[src/rtl/fifo_sync_param.sv]
// Parametrised single-clock FIFO with selectable registered or first-word-fall-through read,
// fill count, programmable almost-full/almost-empty thresholds and sticky error flags.
module fifo_sync_param #(
    parameter int DATA_WIDTH    = 8,
    parameter int ADDR_WIDTH    = 4,
    parameter int FWFT          = 0,
    parameter int AFULL_THRESH  = 14,
    parameter int AEMPTY_THRESH = 2
) (
    input  logic                  i_clk,
    input  logic                  i_rstn,
    input  logic                  i_wr,
    input  logic [DATA_WIDTH-1:0] i_wdata,
    input  logic                  i_rd,
    output logic [DATA_WIDTH-1:0] o_rdata,
    output logic                  o_full,
    output logic                  o_empty,
    output logic                  o_almost_full,
    output logic                  o_almost_empty,
    output logic [ADDR_WIDTH:0]   o_fill,
    input  logic                  i_clr_err,
    output logic                  o_overflow,
    output logic                  o_underflow
);

    localparam int DEPTH = 1 << ADDR_WIDTH;
    localparam logic [ADDR_WIDTH:0] PTR_ONE  = {{ADDR_WIDTH{1'b0}}, 1'b1};
    localparam logic [ADDR_WIDTH:0] AFULL_T  = (ADDR_WIDTH + 1)'(AFULL_THRESH);
    localparam logic [ADDR_WIDTH:0] AEMPTY_T = (ADDR_WIDTH + 1)'(AEMPTY_THRESH);

    if (DATA_WIDTH < 1 || ADDR_WIDTH < 1 || AFULL_THRESH < 1 || AFULL_THRESH > DEPTH ||
        AEMPTY_THRESH < 0 || AEMPTY_THRESH > DEPTH - 1 || (FWFT != 0 && FWFT != 1))
    begin : g_param_err
        $error("fifo_sync_param: illegal parameter combination");
    end

    logic [DATA_WIDTH-1:0] mem_q [DEPTH];
    logic [ADDR_WIDTH:0]   wptr_q, wptr_d;
    logic [ADDR_WIDTH:0]   rptr_q, rptr_d;
    logic [ADDR_WIDTH:0]   fill_q, fill_d;
    logic                  full_q, full_d;
    logic                  empty_q, empty_d;
    logic                  afull_q, afull_d;
    logic                  aempty_q, aempty_d;
    logic                  ovf_q, ovf_d;
    logic                  udf_q, udf_d;
    logic                  rd_ok_s;
    logic                  wr_ok_s;

    // Accept decisions, next pointers/fill and next registered flags
    always_comb begin
        rd_ok_s = i_rd && !empty_q;
        // a pop in the same cycle frees the slot a full FIFO would otherwise refuse
        wr_ok_s = i_wr && (!full_q || rd_ok_s);

        wptr_d = wptr_q;
        rptr_d = rptr_q;
        fill_d = fill_q;

        if (wr_ok_s) begin
            wptr_d = wptr_q + PTR_ONE;
        end else begin
            wptr_d = wptr_q;
        end

        if (rd_ok_s) begin
            rptr_d = rptr_q + PTR_ONE;
        end else begin
            rptr_d = rptr_q;
        end

        case ({wr_ok_s, rd_ok_s})
            2'b10:   fill_d = fill_q + PTR_ONE;
            2'b01:   fill_d = fill_q - PTR_ONE;
            default: fill_d = fill_q;
        endcase

        full_d   = (wptr_d[ADDR_WIDTH] != rptr_d[ADDR_WIDTH]) &&
                   (wptr_d[ADDR_WIDTH-1:0] == rptr_d[ADDR_WIDTH-1:0]);
        empty_d  = (wptr_d == rptr_d);
        afull_d  = (fill_d >= AFULL_T);
        aempty_d = (fill_d <= AEMPTY_T);

        if (i_wr && !wr_ok_s) begin
            ovf_d = 1'b1;
        end else if (i_clr_err) begin
            ovf_d = 1'b0;
        end else begin
            ovf_d = ovf_q;
        end

        if (i_rd && !rd_ok_s) begin
            udf_d = 1'b1;
        end else if (i_clr_err) begin
            udf_d = 1'b0;
        end else begin
            udf_d = udf_q;
        end
    end

    // Pointer, fill, status and error registers
    always_ff @(posedge i_clk or negedge i_rstn) begin
        if (!i_rstn) begin
            wptr_q   <= {(ADDR_WIDTH + 1){1'b0}};
            rptr_q   <= {(ADDR_WIDTH + 1){1'b0}};
            fill_q   <= {(ADDR_WIDTH + 1){1'b0}};
            full_q   <= 1'b0;
            empty_q  <= 1'b1;
            afull_q  <= 1'b0;
            aempty_q <= 1'b1;
            ovf_q    <= 1'b0;
            udf_q    <= 1'b0;
        end else begin
            wptr_q   <= wptr_d;
            rptr_q   <= rptr_d;
            fill_q   <= fill_d;
            full_q   <= full_d;
            empty_q  <= empty_d;
            afull_q  <= afull_d;
            aempty_q <= aempty_d;
            ovf_q    <= ovf_d;
            udf_q    <= udf_d;
        end
    end

    // Storage array, deliberately without reset
    always_ff @(posedge i_clk) begin
        if (wr_ok_s) begin
            mem_q[wptr_q[ADDR_WIDTH-1:0]] <= i_wdata;
        end
    end

    if (FWFT == 1) begin : g_fwft
        // head is visible directly; forced to zero while empty so it stays stable
        assign o_rdata = empty_q ? {DATA_WIDTH{1'b0}} : mem_q[rptr_q[ADDR_WIDTH-1:0]];
    end else begin : g_std
        logic [DATA_WIDTH-1:0] rdata_q, rdata_d;

        // Load the popped word, hold otherwise
        always_comb begin
            if (rd_ok_s) begin
                rdata_d = mem_q[rptr_q[ADDR_WIDTH-1:0]];
            end else begin
                rdata_d = rdata_q;
            end
        end

        // Registered read data
        always_ff @(posedge i_clk or negedge i_rstn) begin
            if (!i_rstn) begin
                rdata_q <= {DATA_WIDTH{1'b0}};
            end else begin
                rdata_q <= rdata_d;
            end
        end

        assign o_rdata = rdata_q;
    end

    assign o_full         = full_q;
    assign o_empty        = empty_q;
    assign o_almost_full  = afull_q;
    assign o_almost_empty = aempty_q;
    assign o_fill         = fill_q;
    assign o_overflow     = ovf_q;
    assign o_underflow    = udf_q;

    fifo_sync_param_chk #(.ADDR_WIDTH(ADDR_WIDTH)) u_chk (
        .i_clk   (i_clk),
        .i_rstn  (i_rstn),
        .i_wptr  (wptr_q),
        .i_rptr  (rptr_q),
        .i_fill  (fill_q),
        .i_full  (full_q),
        .i_empty (empty_q)
    );

endmodule

// Structural invariants of the FIFO occupancy bookkeeping.
module fifo_sync_param_chk #(
    parameter int ADDR_WIDTH = 4
) (
    input logic                i_clk,
    input logic                i_rstn,
    input logic [ADDR_WIDTH:0] i_wptr,
    input logic [ADDR_WIDTH:0] i_rptr,
    input logic [ADDR_WIDTH:0] i_fill,
    input logic                i_full,
    input logic                i_empty
);

    logic [ADDR_WIDTH:0] diff_s;
    assign diff_s = i_wptr - i_rptr;

    a_fill_matches_ptrs: assert property (@(posedge i_clk) disable iff (!i_rstn)
        i_fill == diff_s);

    a_not_full_and_empty: assert property (@(posedge i_clk) disable iff (!i_rstn)
        !(i_full && i_empty));

endmodule

[config.mk]
export PLATFORM = sky130hd
export DESIGN_NAME = fifo_sync_param
export DESIGN_NICKNAME = d
export VERILOG_FILES = /design/src/rtl/fifo_sync_param.sv
export SDC_FILE = /design/constraint.sdc
export NUM_CORES = 1
export LEC_CHECK = 0
export ABC_AREA = 1
export BUFFER_PORTS_ARGS = -buffer_cell sky130_fd_sc_hd__buf_2
export CAP_MARGIN = 20
export CORE_ASPECT_RATIO = 1.2
export CORE_MARGIN = 1.5
export CORE_UTILIZATION = 50
export DETAILED_ROUTE_END_ITERATION = 8
export PLACE_DENSITY = 0.77
export SYNTH_ARGS = -nofsm -noshare
export SYNTH_HDL_FRONTEND = slang
export SYNTH_SLANG_ARGS = --single-unit
[constraint.sdc]
create_clock -name i_clk -period 3.3 [get_ports i_clk]
set_clock_uncertainty 0.1 [all_clocks]
set_input_delay 0.165 -clock i_clk [delete_from_list [all_inputs] [get_ports i_clk]]
set_output_delay 0.165 -clock i_clk [all_outputs]
set_load 0.1 [all_outputs]
==> run_results.csv <==
group,metric,value,unit
layout,multiInputGateArea,0.00195,mm^2
floorplan,die_h,131,um
timing,layout_min_cycle_time,2.58,ns
timing,hold_viol_final,0,
grt,grt_use_total,21.7,%
logic_synthesis,ys_ff_latch,157,
clock_network,post_cts_resized,0,
drt,routedWlPerCell,16.6,um
timing,max_clock_freq,0.387,GHz
logic_synthesis,syn-num-nets,671,
floorplan,start_util,51.7,%
grt,grt_max_degree,51,
drt,postRouteWirelength,14400,um
logic_synthesis,syn_area,0.00687,mm^2
layout,nets,706,
timing,maxSlewViolCount,0,
placement,place_ws,0.787,ns
run_status,outcome,"finished, final reports clean",
power,leakagePower,3.06,nW
logic_synthesis,avgSynthCellArea,10.6,um^2
power,vdd_drop_max,884,uV
timing,finalSetupTns,0,ns
placement,place_area,0.00715,mm^2
placement,io_buffers,31,
layout,fillers,1026,
logic_synthesis,synth_commonest_cells,"nor2_1, edfxtp_1, nand2_1, inv_1, o21ai_0",
grt,first_global_vias,4698,
logic_synthesis,synthCells,650,
drt,drt_iter0_markers,363,
floorplan,dieArea,0.0145,mm^2
worst_setup_path,worstPathCellList,"inv_2 > nand2_4 > nand2_4 > nand2_8 > ha_1 > nor2_1 > nor2_1 > ha_1 > inv_1 > nand2_1 > nand2_1 > nand3_1 > nand2_1 > nor2_1 > nand3_1 > nor2_1",
placement,gp_congestion,0.863,
logic_synthesis,yosys.area.top_type_share,55.9,%
power,powerDensity,946,mW/mm^2
worst_setup_path,startpoint_type,"flip-flop",
layout,fin_area,0.00775,mm^2
drt,detail-route-antenna-nets,0,
drt,vias_per_cell,5.47,
timing,period_share,78.2,%
logic_synthesis,yosys_warnings,0,
layout,seqCellArea,0.00457,mm^2
logic_synthesis,synth-main-ff-cell,"edfxtp_1",
clock_network,insertion_delay,0.42,ns
floorplan,ios,32,
clock_network,numCtsBuffers,17,
drt,vias,4729,
logic_synthesis,synth_area_leaders,"edfxtp_1, dfrtp_1, nor2_1",
layout,areaGrowthSynthToFinish,12.7,%
clock_network,htree_levels,4,
logic_synthesis,synth_most_common_cell,"nor2_1",
timing,setup_ws,0.718,ns
clock_network,cts_tree,"built",
worst_setup_path,path_common_cell,"nor2_1",
clock_network,cts_setup_buffers,0,
drt,drtPass1Iterations,5,
drt,drc,0,
worst_setup_path,crit_slowest_cell,"dfstp_2",
logic_synthesis,synth_seq_area_share,66.5,%
logic_synthesis,ys_async_sr_fraction,18.5,%
layout,instances_no_fill,865,
layout,drive_gt1_share,13.3,%
floorplan,core-area,0.0133,mm^2
timing,setup_viol,0,
placement,placedCellCount,831,
grt,overflow,0,
clock_network,cts.sinks,157,
worst_setup_path,cp.required,3.56,ns
clock_network,clk_path_buf_depth,2,
worst_setup_path,slowest_delay,0.57,ns
worst_setup_path,cp_data_arrival_time,2.84,ns
grt,grt_pass1_wl,23300,um
floorplan,floorplan.rows,46,
logic_synthesis,yosysUniqueCellTypes,32,
timing,rsz0062_at_grt,"false",
worst_setup_path,end_kind,"flip-flop",
floorplan,dieWidth,110,um
clock_network,hold_buffers,3,
logic_synthesis,synth_edf_count,128,
placement,dp_hpwl,9340,um
timing,relSlewSlack,42.0,%
worst_setup_path,cp_max_fo,11,
clock_network,clk_pin_slew,0.06,ns
hold_path,hp-class,"primary input to flip-flop",
timing,worstMarginPinSlew,0.866,ns
worst_setup_path,path_class,"flip-flop to flip-flop",
clock_network,cts_root_buf,"clkbuf_16",
logic_synthesis,yosys.area.top_type,"edfxtp_1",
layout,n_antenna_cell,0,
timing,whs,0.0430,ns
flow_run,cap_viol_max_count,0,
grt,antenna_found_initial,0,
==> registers in the layout (all words and copies together), names as in the netlist <==
register,cells
rptr_q,5
o_fill,5
o_empty,1
o_almost_full,1
o_almost_empty,1
o_full,1
o_overflow,1
o_underflow,1
mem_q,128
wptr_q,5
o_rdata,8
==> per-layer routing <==
| layer | track usage, % | vias up | part of all wire [%] |
|---|---|---|---|
| met5 | 0 | - | 0 |
| met4 | 9.31 | 0 | 1.7 |
| met3 | 3.92 | 24 | 5.1 |
| met1 | 26.3 | 2282 | 39 |
| li1 | - | 2269 | - |
| met2 | 37.2 | 154 | 54 |
==> power by group <==
| group | leakage [nW] | internal [W] | total, W | switching, W |
|---|---|---|---|---|
| Clock | 0.271 | 0.00111 | 0.00185 | 0.000745 |
| Combinational | 1.29 | 0.000690 | 0.00275 | 0.00206 |
| Sequential | 1.50 | 0.00244 | 0.00273 | 0.000291 |
| Total | 3.06 | 0.00423 | 0.00733 | 0.00310 |
==> cells in the final DEF, fill, tap and decap left out, types with 2 or more instances in the layout <==
master         instances
nor3_1                 5
ha_1                   8
clkbuf_16             17
nand2_2                5
o211ai_1              16
nand2_4                2
inv_6                  3
clkinv_1               2
inv_2                  7
bufinv_16              2
dfstp_2                2
clkinv_4               2
inv_1                 47
buf_2                 31
dlygate4sd3_1          3
clkinvlp_4             3
dfrtp_1               26
o21ai_1               21
a21oi_1               16
clkinv_2               2
edfxtp_1             128
nand3_2                3
nor2_1               135
nand4_1                5
o21ai_0               46
buf_4                  7
nand3_1               27
o22ai_1                2
nand2_1              114
==> through the flow <==
step                      total power (W)  util (%)
after floorplan                   0.00490         -
after global placement            0.00539      53.8
after detailed placement          0.00547      53.8
after CTS                         0.00734      58.3
after global routing              0.00773      58.3
final                             0.00733      58.3
==> final cells by class <==
type,instances,area share [%]
Tap cell,168,2.71
Timing Repair Buffer,41,3.07
Inverter,55,2.70
Clock buffer,17,5.49
Clock inverter,14,1.86
Multi-Input combinational cell,413,25.1
Sequential cell,157,59.0
==> worst max-delay path: cells and delay by family, from the launching register on <==
family        cells  cell delay, ns
fa+ha+maj         2            0.44
buf+inv           2            0.11
flops             1            0.57
simple gates     12            1.31
==> kinds of logic (layout without fill, tap and decap cells) <==
group | after synthesis | in the layout | share of synthesized area [%]
AOI/OAI and AO/OA | 104 | 104 | 8.34
xor gates and xnor gates | 2 | 2 | 0.364
adders and majority gates | 8 | 8 | 1.46
buffers and inverters | 80 | 127 | 5.12
DFF | 157 | 157 | 66.5
and+or+nand+nor | 299 | 299 | 18.2
==> final timing paths <==
kind	depth (start not counted)	endpoint	slack, ns	from
setup / recovery	16	o_almost_empty$_DFF_PN1_	0.72	o_empty$_DFF_PN1_
hold / removal	3	wptr_q[1]$_DFF_PN0_	0.04	i_wr
max in group asynchronous	2	rptr_q[0]$_DFF_PN0_	2.40	i_rstn
hold reg to reg	2	o_rdata[5]$_DFFE_PN0P_	0.44	o_rdata[5]$_DFFE_PN0P_
setup reg to reg	16	o_almost_empty$_DFF_PN1_	0.72	o_empty$_DFF_PN1_
min in group asynchronous	2	o_fill[3]$_DFF_PN0_	0.22	i_rstn
(Power assumes the default switching activity.)
